## config.mk

```make
export PLATFORM = sky130hd
export DESIGN_NAME = ate_pix_scan
export DESIGN_NICKNAME = d
export VERILOG_FILES = /design/src/rtl/ate_pkg.sv /design/src/rtl/ate_skid_fifo.sv /design/src/rtl/ate_pix_scan.sv
export SDC_FILE = /design/constraint.sdc
export NUM_CORES = 1
export LEC_CHECK = 0
export BUFFER_PORTS_ARGS = -buffer_cell sky130_fd_sc_hd__buf_2
export CAP_MARGIN = 20
export CORE_UTILIZATION = 53
export CTS_CLUSTER_DIAMETER = 40
export DETAILED_ROUTE_END_ITERATION = 8
export GPL_TIMING_DRIVEN = 0
export PLACE_DENSITY_LB_ADDON = 0.15
export RECOVER_POWER = 25
export SETUP_SLACK_MARGIN = 0.05
export SLEW_MARGIN = 10
export SYNTH_ARGS = -nofsm -noshare
export SYNTH_HDL_FRONTEND = slang
export SYNTH_SLANG_ARGS = --single-unit
export TNS_END_PERCENT = 100
```

## constraint.sdc

```tcl
create_clock -name clk -period 4.1 [get_ports clk]
set_input_delay 0.41 -clock clk [delete_from_list [all_inputs] [get_ports clk]]
set_output_delay 0.41 -clock clk [all_outputs]
set_load 0.05 [all_outputs]
```

## src/rtl/ate_pkg.sv

```systemverilog
// Shared constants and scan-state encoding for the adaptive threshold engine pixel path.
package ate_pkg;
  localparam int BLK_DIM = 8;
  localparam int BLK_PIX = 64;
  localparam int NBLK_S  = 6;
  localparam int NBLK_L  = 66;
  localparam int ADDR_W  = 13;
  localparam int FIFO_W  = 10;

  typedef enum logic [1:0] {
    IDLE  = 2'd0,
    RUN   = 2'd1,
    DRAIN = 2'd2,
    DONE  = 2'd3
  } scan_state_t;
endpackage

```

## src/rtl/ate_skid_fifo.sv

```systemverilog
// Two-entry output buffer for returned pixels; entry = {frame_start, block_start, pixel}.
module ate_skid_fifo (
  input  logic              clk,
  input  logic              CAL_reset,
  input  logic              i_push,
  input  logic              i_pop,
  input  logic [9:0]        i_din,
  output logic [9:0]        o_dout,
  output logic [1:0]        o_count
);
  import ate_pkg::*;

  logic [FIFO_W-1:0] r_mem [2];
  logic              r_wptr;
  logic              r_rptr;
  logic [1:0]        r_count;

  // The caller never pushes when full nor pops when empty.
  always_ff @(posedge clk or negedge CAL_reset) begin
    if (!CAL_reset) begin
      r_mem[0] <= '0;
      r_mem[1] <= '0;
      r_wptr   <= 1'b0;
      r_rptr   <= 1'b0;
      r_count  <= 2'd0;
    end else begin
      if (i_push) begin
        r_mem[r_wptr] <= i_din;
        r_wptr        <= ~r_wptr;
      end
      if (i_pop) r_rptr <= ~r_rptr;
      r_count <= r_count + {1'b0, i_push} - {1'b0, i_pop};
    end
  end

  assign o_dout  = r_mem[r_rptr];
  assign o_count = r_count;
endmodule

```

## src/rtl/ate_pix_scan.sv

```systemverilog
// Streams a row-major 8-row strip from pixel memory as consecutive 8x8 blocks.
//   state | meaning
//   IDLE  | waiting for start
//   RUN   | issuing reads, c fastest then r then b
//   DRAIN | last address issued, emptying pipeline
//   DONE  | one-cycle done pulse
module ate_pix_scan #(
  parameter int NBLK_S = ate_pkg::NBLK_S,
  parameter int NBLK_L = ate_pkg::NBLK_L,
  parameter int ADDR_W = ate_pkg::ADDR_W
) (
  input  logic              clk,
  input  logic              CAL_reset,
  input  logic              i_start,
  input  logic              i_type_in,
  output logic              o_mem_rd,
  output logic [ADDR_W-1:0] o_mem_addr,
  input  logic [7:0]        i_mem_data,
  output logic [7:0]        o_pix_data,
  output logic              o_pix_valid,
  input  logic              i_pix_ready,
  output logic              o_type,
  output logic              o_frame_start,
  output logic              o_block_start,
  output logic              o_busy,
  output logic              o_done
);
  import ate_pkg::*;

  localparam int BLK_W = $clog2(NBLK_L + 1);

  scan_state_t       r_state, w_next;
  logic              r_type;
  logic [2:0]        r_col, r_row;
  logic [BLK_W-1:0]  r_blk;
  logic [ADDR_W-1:0] r_addr, r_row_base, r_blk_base;
  logic              r_rd_d;
  logic [1:0]        r_tag_d;
  logic [1:0]        w_cnt;
  logic [9:0]        w_head;
  logic              w_pop, w_issue, w_row_end, w_blk_end, w_last_addr, w_valid;
  logic [2:0]        w_occ;
  logic [BLK_W-1:0]  w_blk_last;
  logic [ADDR_W-1:0] w_stride;

  // Occupancy after this cycle's pop, counting the read whose data lands this cycle.
  assign w_valid     = (w_cnt != 2'd0);
  assign w_pop       = w_valid && i_pix_ready;
  assign w_occ       = {1'b0, w_cnt} + {2'b0, r_rd_d} - {2'b0, w_pop};
  assign w_issue     = (r_state == RUN) && (w_occ < 3'd2);
  assign w_row_end   = (r_col == 3'(BLK_DIM - 1));
  assign w_blk_end   = w_row_end && (r_row == 3'(BLK_DIM - 1));
  assign w_blk_last  = r_type ? BLK_W'(NBLK_L - 1) : BLK_W'(NBLK_S - 1);
  assign w_last_addr = w_blk_end && (r_blk == w_blk_last);
  assign w_stride    = r_type ? ADDR_W'(BLK_DIM * NBLK_L) : ADDR_W'(BLK_DIM * NBLK_S);

  always_ff @(posedge clk or negedge CAL_reset) begin
    if (!CAL_reset) r_state <= IDLE;
    else            r_state <= w_next;
  end

  always_comb begin
    w_next = r_state;
    case (r_state)
      IDLE:    if (i_start) w_next = RUN;
      RUN:     if (w_issue && w_last_addr) w_next = DRAIN;
      DRAIN:   if (w_pop && (w_occ == 3'd0)) w_next = DONE;
      default: w_next = IDLE;
    endcase
  end

  always_comb begin
    o_mem_rd = w_issue;
    o_busy   = (r_state == RUN) || (r_state == DRAIN);
    o_done   = (r_state == DONE);
  end

  always_ff @(posedge clk or negedge CAL_reset) begin
    if (!CAL_reset) begin
      r_type     <= 1'b0;
      r_col      <= 3'd0;
      r_row      <= 3'd0;
      r_blk      <= '0;
      r_addr     <= '0;
      r_row_base <= '0;
      r_blk_base <= '0;
    end else if ((r_state == IDLE) && i_start) begin
      r_type     <= i_type_in;
      r_col      <= 3'd0;
      r_row      <= 3'd0;
      r_blk      <= '0;
      r_addr     <= '0;
      r_row_base <= '0;
      r_blk_base <= '0;
    end else if (w_issue) begin
      if (!w_row_end) begin
        r_col  <= r_col + 3'd1;
        r_addr <= r_addr + ADDR_W'(1);
      end else if (!w_blk_end) begin
        r_col      <= 3'd0;
        r_row      <= r_row + 3'd1;
        r_row_base <= r_row_base + w_stride;
        r_addr     <= r_row_base + w_stride + r_blk_base;
      end else begin
        r_col      <= 3'd0;
        r_row      <= 3'd0;
        r_blk      <= r_blk + BLK_W'(1);
        r_row_base <= '0;
        r_blk_base <= r_blk_base + ADDR_W'(BLK_DIM);
        r_addr     <= r_blk_base + ADDR_W'(BLK_DIM);
      end
    end
  end

  // Markers ride alongside the read so they stay attached to their pixel.
  always_ff @(posedge clk or negedge CAL_reset) begin
    if (!CAL_reset) begin
      r_rd_d  <= 1'b0;
      r_tag_d <= 2'b00;
    end else begin
      r_rd_d  <= w_issue;
      r_tag_d <= {(r_blk == '0) && (r_row == 3'd0) && (r_col == 3'd0),
                  (r_row == 3'd0) && (r_col == 3'd0)};
    end
  end

  ate_skid_fifo u_fifo (
    .clk      (clk),
    .CAL_reset(CAL_reset),
    .i_push   (r_rd_d),
    .i_pop    (w_pop),
    .i_din    ({r_tag_d, i_mem_data}),
    .o_dout   (w_head),
    .o_count  (w_cnt)
  );

  assign o_mem_addr    = r_addr;
  assign o_type        = r_type;
  assign o_pix_valid   = w_valid;
  assign o_pix_data    = w_head[7:0];
  assign o_frame_start = w_valid && w_head[9];
  assign o_block_start = w_valid && w_head[8];
endmodule

```

==> results.txt <==
Commonest non-fill, non-tap cell in the layout: dfrtp_1
Post-Synthesis Cell Area: 4430 sq um
Top_reg_cell synth: dfrtp_1
Vias/cell: 5.63
Buffers added on ports: 40
Worst slew pin tran: 1960 ps
Synth warnings: 0
Largest net degree at the start of global routing: 45
Hold depth: 3
Leakage power: 2.33 nW
Vias in the first global route: 3295
Grt ovf: 0
CP max stage delay: 410 ps
Hold WC Path Type: in2reg
Fin Hold WS: 294 ps
Final setup violation count: 0
Stages on the worst setup path: 11
RSZ-0062 raised after global routing: false
Critical path type: reg2out
Fin crit share: 89.3%
Nets: 545
GRT Util Overall: 24.0%
Drt total wl: 9730 microns
Rel. slew slack: -30.5%
Die X: 93.4 microns
CTS root buf: clkbuf_8
Reg2reg path depth: 14
#FFs+latches synth: 75
Multi-input gate area: 2400 sq um
Share of cells above drive strength 1: 18.5%
End-of-flow core utilization: 63.1%
Max-Cap Viols: 2
Clock network latency to the later pin of the worst-skew pair: 350 ps
Setup_tns: 0 ps
Post-DP HPWL: 7120 microns
Most frequent cells in the layout: 75 x dfrtp_1, 46 x nand2_1, 44 x buf_2
Slew Limit Fails: 78
Dpl ws: 660 ps
Final worst slack: 439 ps
First-pass GRT wire length: 16000 microns
Area of all placed cells without fillers: 4970 sq um
Crit path cell chain: nor2_1, nor2b_1, ha_1, inv_1, ha_1, fa_1, xor2_1, nand3_1, inv_1, buf_2, buf_2
Slowest-stage cell, CP: dfrtp_1
Max Fclk: 0.273 GHz
WL per Instance: 16.0 microns
Clock Path Buffers: 2
Synthesized Nets: 493
CP Capture Type: output port
# DRC: 0
Initial antenna violation count: 0
Post-synth EDFFs: 0
Clock sinks: 75
Tot Pwr: 3.44 mW
Final Hold Fails: 0
Inst Count DP: 593
Via count: 3427
Post-Place Cell Area: 4790 sq um
DRT Pass-1 Iters: 4
Area taken by flip-flops and latches: 1880 sq um
Core area: 7890 sq um
Worst Setup Start Kind: flop
Run status: finished with violations
Post-synthesis cell count: 450
H-tree levels: 3
# IOs: 41
Antenna cells: 0
Syn_area_per_cell: 9.84 sq um
Failing checks: max-capacitance violations, max-slew violations
Area grow syn2layout: 12.3%
CP bufs+invs: 4
CTS Hold Buffers Added: 0
Final non-filler cell total: 609
Crit path arrival time: 3250 ps
Yosys cell types: 54
TritonCTS clock tree: built
Worst-case vdd ir drop: 0.369 mV
Worst endpoint required time: 3690 ps
Starting Density: 56.2%
Setup bufs post-CTS: 0
Post-route ant nets: 0
Fill count: 697
Die area: 8730 sq um
Inserted Clock Buffers: 9
CTS resizes: 0
Sequential area share after synthesis: 42.4%
Cell family with most CP delay: adder cells
Routability cong.: 0.837
Reg clk slew, reported paths: 80 ps
Pwr Density: 691 nW/um^2
CP Max Fanout: 11
Die span in y: 93.4 microns
Rows: 32
Ys async rst share: 100%
1st-iter DRT viols: 171
Fin crit period: 3660 ps
Post-Route Skew: 7.41 ps
-- state kept, by name, indices dropped and copies added, names as in the netlist --
signal          count
r_state             2
r_row               3
u_fifo.r_rptr       1
u_fifo.r_mem       20
r_rd_d              1
u_fifo.o_count      2
r_row_base          9
o_type              1
r_blk_base         10
o_mem_addr         13
u_fifo.r_wptr       1
r_col               3
r_tag_d             2
r_blk               7
-- cells by family (layout without fill, tap and decap cells) --
logic type | Yosys count | in the layout | share of synthesized area (%)
multiplexers | 35 | 35 | 8.79
flip-flops | 75 | 75 | 42.4
AO/OA/AOI/OAI | 75 | 75 | 11.3
adder cells (fa/ha/maj) | 30 | 30 | 8.81
buffers and inverters | 38 | 95 | 3.53
XOR/XNOR | 45 | 45 | 8.90
AND/OR/NAND/NOR | 152 | 152 | 16.3
-- layer usage --
layer  vias up  global-route usage, %  part of all wire, %
li1       1676                      -                    -
met1      1677                   31.0                   46
met2        65                   41.4                   49
met3         9                   4.39                  4.4
met4         0                   6.41                  1.0
met5         -                      0                    0
-- path summary, 6_finish.rpt --
path,slack (ps),startpoint,to
setup / recovery,440,u_fifo.o_count[1],o_mem_rd
hold / removal,290,i_type_in,o_type
setup reg to reg,630,u_fifo.o_count[1],r_row_base[11]
hold reg to reg,500,r_tag_d[1],u_fifo.r_mem[19]
max in group asynchronous,900,CAL_reset,o_mem_addr[0]
min in group asynchronous,500,CAL_reset,r_blk[4]
-- worst min-delay path, delay by kind of cell --
kind	cells	cell delay [ps]
and+or+nand+nor	1	40
AOI/OAI and AO/OA	1	60
buffers and inverters	1	90
-- power by group --
| group | switching (mW) | leakage, nW | total [mW] | internal [mW] |
|---|---|---|---|---|
| clock | 0.310 | 0.0984 | 0.601 | 0.291 |
| sequential | 0.153 | 0.943 | 1.11 | 0.955 |
| combinational | 1.14 | 1.29 | 1.73 | 0.588 |
| total | 1.60 | 2.33 | 3.44 | 1.83 |
-- synth_stat cells (2+ instances only) --
library cell | instances | area share [%]
a21o_1 | 3 | 0.51
a21oi_1 | 21 | 2.4
a221o_1 | 2 | 0.45
a221oi_1 | 5 | 0.99
a22o_1 | 2 | 0.40
a32o_1 | 3 | 0.68
and2_1 | 4 | 0.56
and3_1 | 8 | 1.1
buf_2 | 5 | 0.56
clkbuf_1 | 10 | 0.85
dfrtp_1 | 75 | 42
fa_1 | 2 | 0.90
ha_1 | 28 | 7.9
inv_1 | 22 | 1.9
mux2_2 | 30 | 7.6
mux2i_1 | 4 | 0.90
nand2_1 | 46 | 3.9
nand2b_1 | 3 | 0.42
nand3_1 | 14 | 1.6
nand4_1 | 6 | 0.85
nor2_1 | 43 | 3.6
nor2b_1 | 7 | 0.99
nor3_1 | 7 | 0.79
nor4_1 | 3 | 0.42
o21ai_0 | 16 | 1.8
o21ai_1 | 3 | 0.34
o21bai_1 | 2 | 0.34
o221ai_1 | 2 | 0.40
o31ai_1 | 3 | 0.51
or3_1 | 4 | 0.56
xnor2_1 | 23 | 4.5
xor2_1 | 22 | 4.4
-- final cells by class --
class                   count  share of cell area, %
clock buffers               9                   2.49
well taps                 102                   2.57
flip-flops and latches     75                   37.7
clock inverters             7                   1.66
multi-input cells         337                   48.2
inverters                  22                   1.66
repair buffers             41                   4.25
plain buffers              16                   1.48
Power figures use the tool's default switching activity.
